## src/rtl/tessent_data_mux_seq.sv

```systemverilog
// Registered multi-lane functional/IJTAG data mux with a SAFE_VALUE blanking window on every mode change.
// Optional saturating switch counter output: define TESSENT_DATA_MUX_SWITCH_COUNT_EN.
module tessent_data_mux_seq #(
    parameter int                NUM_CH       = 4,
    parameter int                WIDTH        = 3,
    parameter int                BLANK_CYCLES = 2,
    parameter logic [WIDTH-1:0]  SAFE_VALUE   = '0
) (
    input  logic                      ijtag_tck,
    input  logic                      ijtag_reset,
    input  logic                      ijtag_ue,
    input  logic [NUM_CH-1:0]         ijtag_select_req,
    input  logic [NUM_CH*WIDTH-1:0]   functional_data_in,
    input  logic [NUM_CH*WIDTH-1:0]   ijtag_data_in,
    output logic [NUM_CH*WIDTH-1:0]   data_out,
    output logic [NUM_CH-1:0]         select_active,
    output logic                      busy
`ifdef TESSENT_DATA_MUX_SWITCH_COUNT_EN
    ,
    output logic [7:0]                switch_count
`endif
);

    localparam int CNT_W = (BLANK_CYCLES > 1) ? $clog2(BLANK_CYCLES) : 1;
    localparam logic [CNT_W-1:0] BLANK_INIT = CNT_W'(BLANK_CYCLES - 1);

    typedef enum logic [1:0] {
        FUNC,
        BLANK_TO_IJ,
        IJTAG,
        BLANK_TO_FN
    } lane_state_e;

    lane_state_e               state_q [NUM_CH];
    lane_state_e               state_d [NUM_CH];
    logic [CNT_W-1:0]          cnt_q   [NUM_CH];
    logic [CNT_W-1:0]          cnt_d   [NUM_CH];
    logic [NUM_CH-1:0]         target_q, target_d;
    logic [NUM_CH*WIDTH-1:0]   data_q, data_d;
    logic [NUM_CH-1:0]         select_q, select_d;
    logic                      busy_q, busy_d;

`ifdef TESSENT_DATA_MUX_SWITCH_COUNT_EN
    logic [7:0]                switch_count_q, switch_count_d;
    logic [31:0]               entries;
    logic [31:0]               count_sum;
`endif

    always_comb begin
        // target_d doubles as the effective request for this edge
        target_d = ijtag_ue ? ijtag_select_req : target_q;
        data_d   = '0;
        select_d = '0;
        busy_d   = 1'b0;
`ifdef TESSENT_DATA_MUX_SWITCH_COUNT_EN
        entries  = '0;
`endif
        for (int i = 0; i < NUM_CH; i++) begin
            state_d[i] = state_q[i];
            cnt_d[i]   = cnt_q[i];
            case (state_q[i])
                FUNC: begin
                    data_d[i*WIDTH +: WIDTH] = functional_data_in[i*WIDTH +: WIDTH];
                    if (target_d[i]) begin
                        state_d[i] = BLANK_TO_IJ;
                        cnt_d[i]   = BLANK_INIT;
`ifdef TESSENT_DATA_MUX_SWITCH_COUNT_EN
                        entries    = entries + 32'd1;
`endif
                    end
                end
                IJTAG: begin
                    data_d[i*WIDTH +: WIDTH] = ijtag_data_in[i*WIDTH +: WIDTH];
                    if (!target_d[i]) begin
                        state_d[i] = BLANK_TO_FN;
                        cnt_d[i]   = BLANK_INIT;
`ifdef TESSENT_DATA_MUX_SWITCH_COUNT_EN
                        entries    = entries + 32'd1;
`endif
                    end
                end
                BLANK_TO_IJ, BLANK_TO_FN: begin
                    // A blank always runs to completion; a reversed request is handled after landing
                    data_d[i*WIDTH +: WIDTH] = SAFE_VALUE;
                    busy_d = 1'b1;
                    if (cnt_q[i] == '0) begin
                        state_d[i] = (state_q[i] == BLANK_TO_IJ) ? IJTAG : FUNC;
                    end else begin
                        cnt_d[i] = cnt_q[i] - CNT_W'(1);
                    end
                end
                default: begin
                    state_d[i] = FUNC;
                    data_d[i*WIDTH +: WIDTH] = SAFE_VALUE;
                end
            endcase
            select_d[i] = (state_d[i] == IJTAG);
        end
`ifdef TESSENT_DATA_MUX_SWITCH_COUNT_EN
        count_sum      = 32'(switch_count_q) + entries;
        switch_count_d = (count_sum > 32'd255) ? 8'd255 : count_sum[7:0];
`endif
    end

    always_ff @(posedge ijtag_tck) begin
        if (ijtag_reset) begin
            for (int i = 0; i < NUM_CH; i++) begin
                state_q[i] <= FUNC;
                cnt_q[i]   <= '0;
            end
            target_q <= '0;
            data_q   <= {NUM_CH{SAFE_VALUE}};
            select_q <= '0;
            busy_q   <= 1'b0;
`ifdef TESSENT_DATA_MUX_SWITCH_COUNT_EN
            switch_count_q <= '0;
`endif
        end else begin
            for (int i = 0; i < NUM_CH; i++) begin
                state_q[i] <= state_d[i];
                cnt_q[i]   <= cnt_d[i];
            end
            target_q <= target_d;
            data_q   <= data_d;
            select_q <= select_d;
            busy_q   <= busy_d;
`ifdef TESSENT_DATA_MUX_SWITCH_COUNT_EN
            switch_count_q <= switch_count_d;
`endif
        end
    end

    assign data_out      = data_q;
    assign select_active = select_q;
    assign busy          = busy_q;
`ifdef TESSENT_DATA_MUX_SWITCH_COUNT_EN
    assign switch_count  = switch_count_q;
`endif

endmodule

```

## config.mk

```make
export PLATFORM = sky130hd
export DESIGN_NAME = tessent_data_mux_seq
export DESIGN_NICKNAME = d
export VERILOG_FILES = /design/src/rtl/tessent_data_mux_seq.sv
export SDC_FILE = /design/constraint.sdc
export NUM_CORES = 1
export LEC_CHECK = 0
export CORE_MARGIN = 2
export CORE_UTILIZATION = 38
export DETAILED_ROUTE_END_ITERATION = 12
export PLACE_DENSITY = 0.74
export SYNTH_ARGS = -nofsm -noshare
export SYNTH_HDL_FRONTEND = slang
export SYNTH_SLANG_ARGS = --single-unit
```

## constraint.sdc

```tcl
create_clock -name ijtag_tck -period 1.2 [get_ports ijtag_tck]
set_input_delay 0.18 -clock ijtag_tck [delete_from_list [all_inputs] [get_ports ijtag_tck]]
set_output_delay 0.18 -clock ijtag_tck [all_outputs]
set_load 0.02 [all_outputs]
```

# == After elaboration in Yosys (flattened, before gate mapping) ==
# Memories as Yosys holds them, arrays and structs flattened.
# Index checks and enable logic that the tools add are counted.
# word_totals
register_bits,21
ram_bits,12
inputBits,31
output_inout_bits,17
wordCells,98
mem_count,2
# op_classes
addsub,4
n_eq_ne,16
n_mux,56
n_bitwise,8
reduce_logical,8
# memory_table
memory,words,word_bits,read_ports,rd_ports_with_merged_regs,write_ports,line,rtl
state_q,4,2,4,0,4,34,lane_state_e state_q [NUM_CH];
cnt_q,4,1,4,0,4,36,logic [CNT_W-1:0] cnt_q [NUM_CH];
# ops
operator,count
2-bit 2-to-1 mux,20
3-bit one-hot mux with 3 select lines,4
2-bit equality test (second input constant),12
2-bit one-hot mux with 3 select lines,4
1-bit 2-to-1 mux,23
1-bit one-hot mux with 3 select lines,4
2-bit by 1-bit equality test with 1-bit output (second input constant),4
2-bit zero test,4
1-bit bitwise OR,8
2-bit OR reduction,4
4-bit 2-to-1 mux,1
1-bit subtractor (second input constant),4

# == Longest topological paths before layout ==
# depth
word_depth,6
ltp_mapped,4
mapped_depth_nobuf,3

# == Worst setup path after synthesis ==
# OpenSTA, ideal clock, no wires.
# synth_timing
kind,reg2reg
from,memory state_q[1][1] (netlist bit)
to,memory state_q[1][0] (netlist bit)
setup_time_ns,0.079
arrival_time_ns,1.084
required_ns,1.121
setup_slack_ns,0.037
path_stages_with_launch,4
path_buffers,1
synth_period_minus_slack_ns,1.163
cell_sequence,dfxtp_1 clkbuf_1 or4_1 o211ai_1
# synth_lines
element,line
"start, declared",34

# == Worst setup path in the final report ==
# layout_timing
from,"register data_q[4], in the netlist data_out[4]"
to,output data_out[4]
# layout_lines
element,line,rtl
"start, declared",39,"logic [NUM_CH*WIDTH-1:0] data_q, data_d;"
"start signal, assigned",112,data_q <= {NUM_CH{SAFE_VALUE}};
"start signal, assigned",124,data_q <= data_d;
"end, declared",15,"output logic [NUM_CH*WIDTH-1:0] data_out,"
# No word-level cell between the ends.

==> summary.txt <==
Die Width - 61.5 um
Setup Viol. Count Final - 0
Vias per cell - 5.04
Core footprint - 0.00310 mm^2
DRT Pass-1 Iters - 5
Final setup margin - 24.6 ps
Non-filler instance count after layout - 226
Post-place setup slack - -493 ps
Switching power - 0.000772 W
Antenna Cells - 0
Minimum clock period - 1180 ps
GRT Residual Overflow - 0
R2r setup slk - 80 ps
Placed Cells incl. Taps - 218
VDD IR-drop max - 0.722 mV
Cell family with most CP delay - flip-flops
Util after Layout - 0.612
Power Density - 1410 mW/mm^2
TritonCTS clock tree - done
All-Layer GR Usage - 0.174
CTS max path bufs - 2
Yosys top cell by area - dfxtp_1
Pin count of the biggest net entering global routing - 12
Switching share of power - 0.288
Filler cells - 282
Num ports - 48
Initial core utilization - 0.405
Cells after synthesis - 123
DRC viols - 0
Mapped Avg Cell Area - 10.2 um^2
Die height - 61.5 um
Vias in the first global route - 1136
Initial antenna violation count - 0
RSZ-0062 raised after global routing - no
Root Driver - clkbuf_4
Outcome - complete, no violations
Pleak - 0.756 nW
Max Cap Viol - 0
Worst Path Class, Setup - flop to output pin
Most numerous cell in the Yosys netlist - dfxtp_1
Synth-to-Final Area Change - 51.0%
Startpoint Class - flop
CP max FO - 1
Number of synthesized flops with an enable pin - 0
H-tree lvl count - 2
Initial DRC count - 21
WP data required - 1020 ps
Synth top cells by count - dfxtp_1, mux2i_1, nor3_1, a21oi_1, inv_1
Critical-path top delay cell - dfxtp_1
Synth area leaders - dfxtp_1, mux2i_1, nor3_1
Post-synth top area share - 0.525
WL/cell - 12.7 um
Via count - 1138
Combinational share of power - 0.235
CTS buffer count - 5
CP Buf/Inv Count - 1
Reg clk slew, reported paths - 110 ps
Crit-path max cell delay - 340 ps
Clock network power share - 0.269
Main synth FF type - dfxtp_1
Dpl hpwl - 2170 um
Final Cycle Share - 0.980
Setup tns final - 0 ps
Worst Hold Class - input pin to flop
Seq/Total Area, Yosys - 0.525
Die area - 0.00379 mm^2
Worst slew pin tran - 410 ps
Data arrival, critical path - 1000 ps
First-pass GRT wire length - 4700 um
Peak Freq - 851 MHz
Final hold violation count - 0
Unique masters post-synth - 20
Ys async rst share - 0
Syn Nets - 154
Sequential power share - 0.496
Seq cells post-synth - 33
Layout cells sized above 1 - 0.132
Slew headroom - 0.719
Worst Clk Skew - 6.17 ps
Post-CTS Setup Repair Bufs - 0
Nets - 212
Clk_lat worst skew - 350 ps
Number of port buffers - 47
CP cell instances - clkdlybuf4s15_1
RePlAce Congestion - 0.656
CP Capture Type - output pin
Tot Pwr - 0.00268 W
Yosys warnings - 0
Slew Limit Fails - 0
Post-Syn Area - 0.00126 mm^2
# rows - 20
Post-route ant nets - 0
Int Power - 0.00191 W
Total Wirelength - 2880 um
Clk sinks - 33
[cell type report]
| class | instances | area (um^2) | share of cell area |
|---|---|---|---|
| Clock buffer | 7 | 65.1 | 0.0343 |
| Inverter | 5 | 18.8 | 0.00988 |
| Tap cell | 44 | 55.1 | 0.0290 |
| Timing Repair Buffer | 59 | 544 | 0.287 |
| Multi-Input combinational cell | 77 | 549 | 0.289 |
| Sequential cell | 33 | 662 | 0.348 |
| Clock inverter | 1 | 5.00 | 0.00264 |
[cell usage in the layout (no fill, tap or decap)]
cell type	Yosys	routed
clkbuf_8	0	2
xnor2_1	4	4
or3_1	4	4
clkbuf_4	0	5
inv_1	5	5
or4_1	4	4
mux2i_4	0	1
o211ai_1	4	4
nor2_1	4	4
mux2i_1	16	15
buf_4	0	12
nand2_1	4	4
clkinv_2	0	1
nor3_1	12	12
dfxtp_2	0	1
nand3b_1	2	2
dfxtp_1	33	32
nand4_1	4	4
o21ai_0	4	4
dlygate4sd2_1	0	5
a21oi_1	8	8
o211a_1	4	4
or3b_1	2	2
clkdlybuf4s15_1	0	11
clkbuf_2	0	2
a41oi_1	1	1
clkdlybuf4s50_1	0	29
[flip-flops by register name (all words and copies together), names as in the netlist]
signal         flops
select_active      4
state_q            8
busy               1
data_out          12
cnt_q              4
target_q           4
[metrics by stage]
stage | hold WS [ps] | cell area [um^2]
CTS | 443 | 1890
global route | 449 | 1900
floorplan | 372 | 1260
detailed placement | 502 | 1830
finish | 451 | 1900
global placement | 487 | 1830
[timing repair]
action / 4_1_cts / 5_1_grt
hold buffers: 0 / 0
endpoints found under the setup margin: 27 / 14
resized for setup: 22 / 14
[per-layer routing]
metal | vias up | part of all wire | track usage
li1 | 560 | - | -
met1 | 542 | 0.40 | 0.182
met2 | 29 | 0.52 | 0.290
met3 | 7 | 0.054 | 0.0525
met4 | 0 | 0.024 | 0.131
met5 | - | 0 | 0
[kinds of logic after synthesis]
family / count (synthesis) / share of synthesized area
muxes: 16 / 0.127
AOI/OAI and AO/OA: 21 / 0.110
and+or+nand+nor: 36 / 0.161
buffers and inverters: 13 / 0.0478
DFF: 33 / 0.525
xor gates and xnor gates: 4 / 0.0279
[power by group through the flow]
stage,clock (W),sequential (W),combinational (W)
floorplan,0,0.00140,0.000288
global placement,0,0.00135,0.000646
detailed placement,0,0.00135,0.000668
CTS,0.000735,0.00133,0.000632
global route,0.000792,0.00135,0.000687
finish,0.000722,0.00133,0.000631
[worst paths after layout]
kind | from | to | depth (start not counted)
hold / removal | functional_data_in[6] | data_out[6] | 3
setup / recovery | data_out[4] | data_out[4] | 1
hold reg to reg | state_q[3][0] | data_out[11] | 1
setup reg to reg | state_q[1][0] | state_q[1][1] | 3
Note: power is estimated with default switching activity, not from simulation.
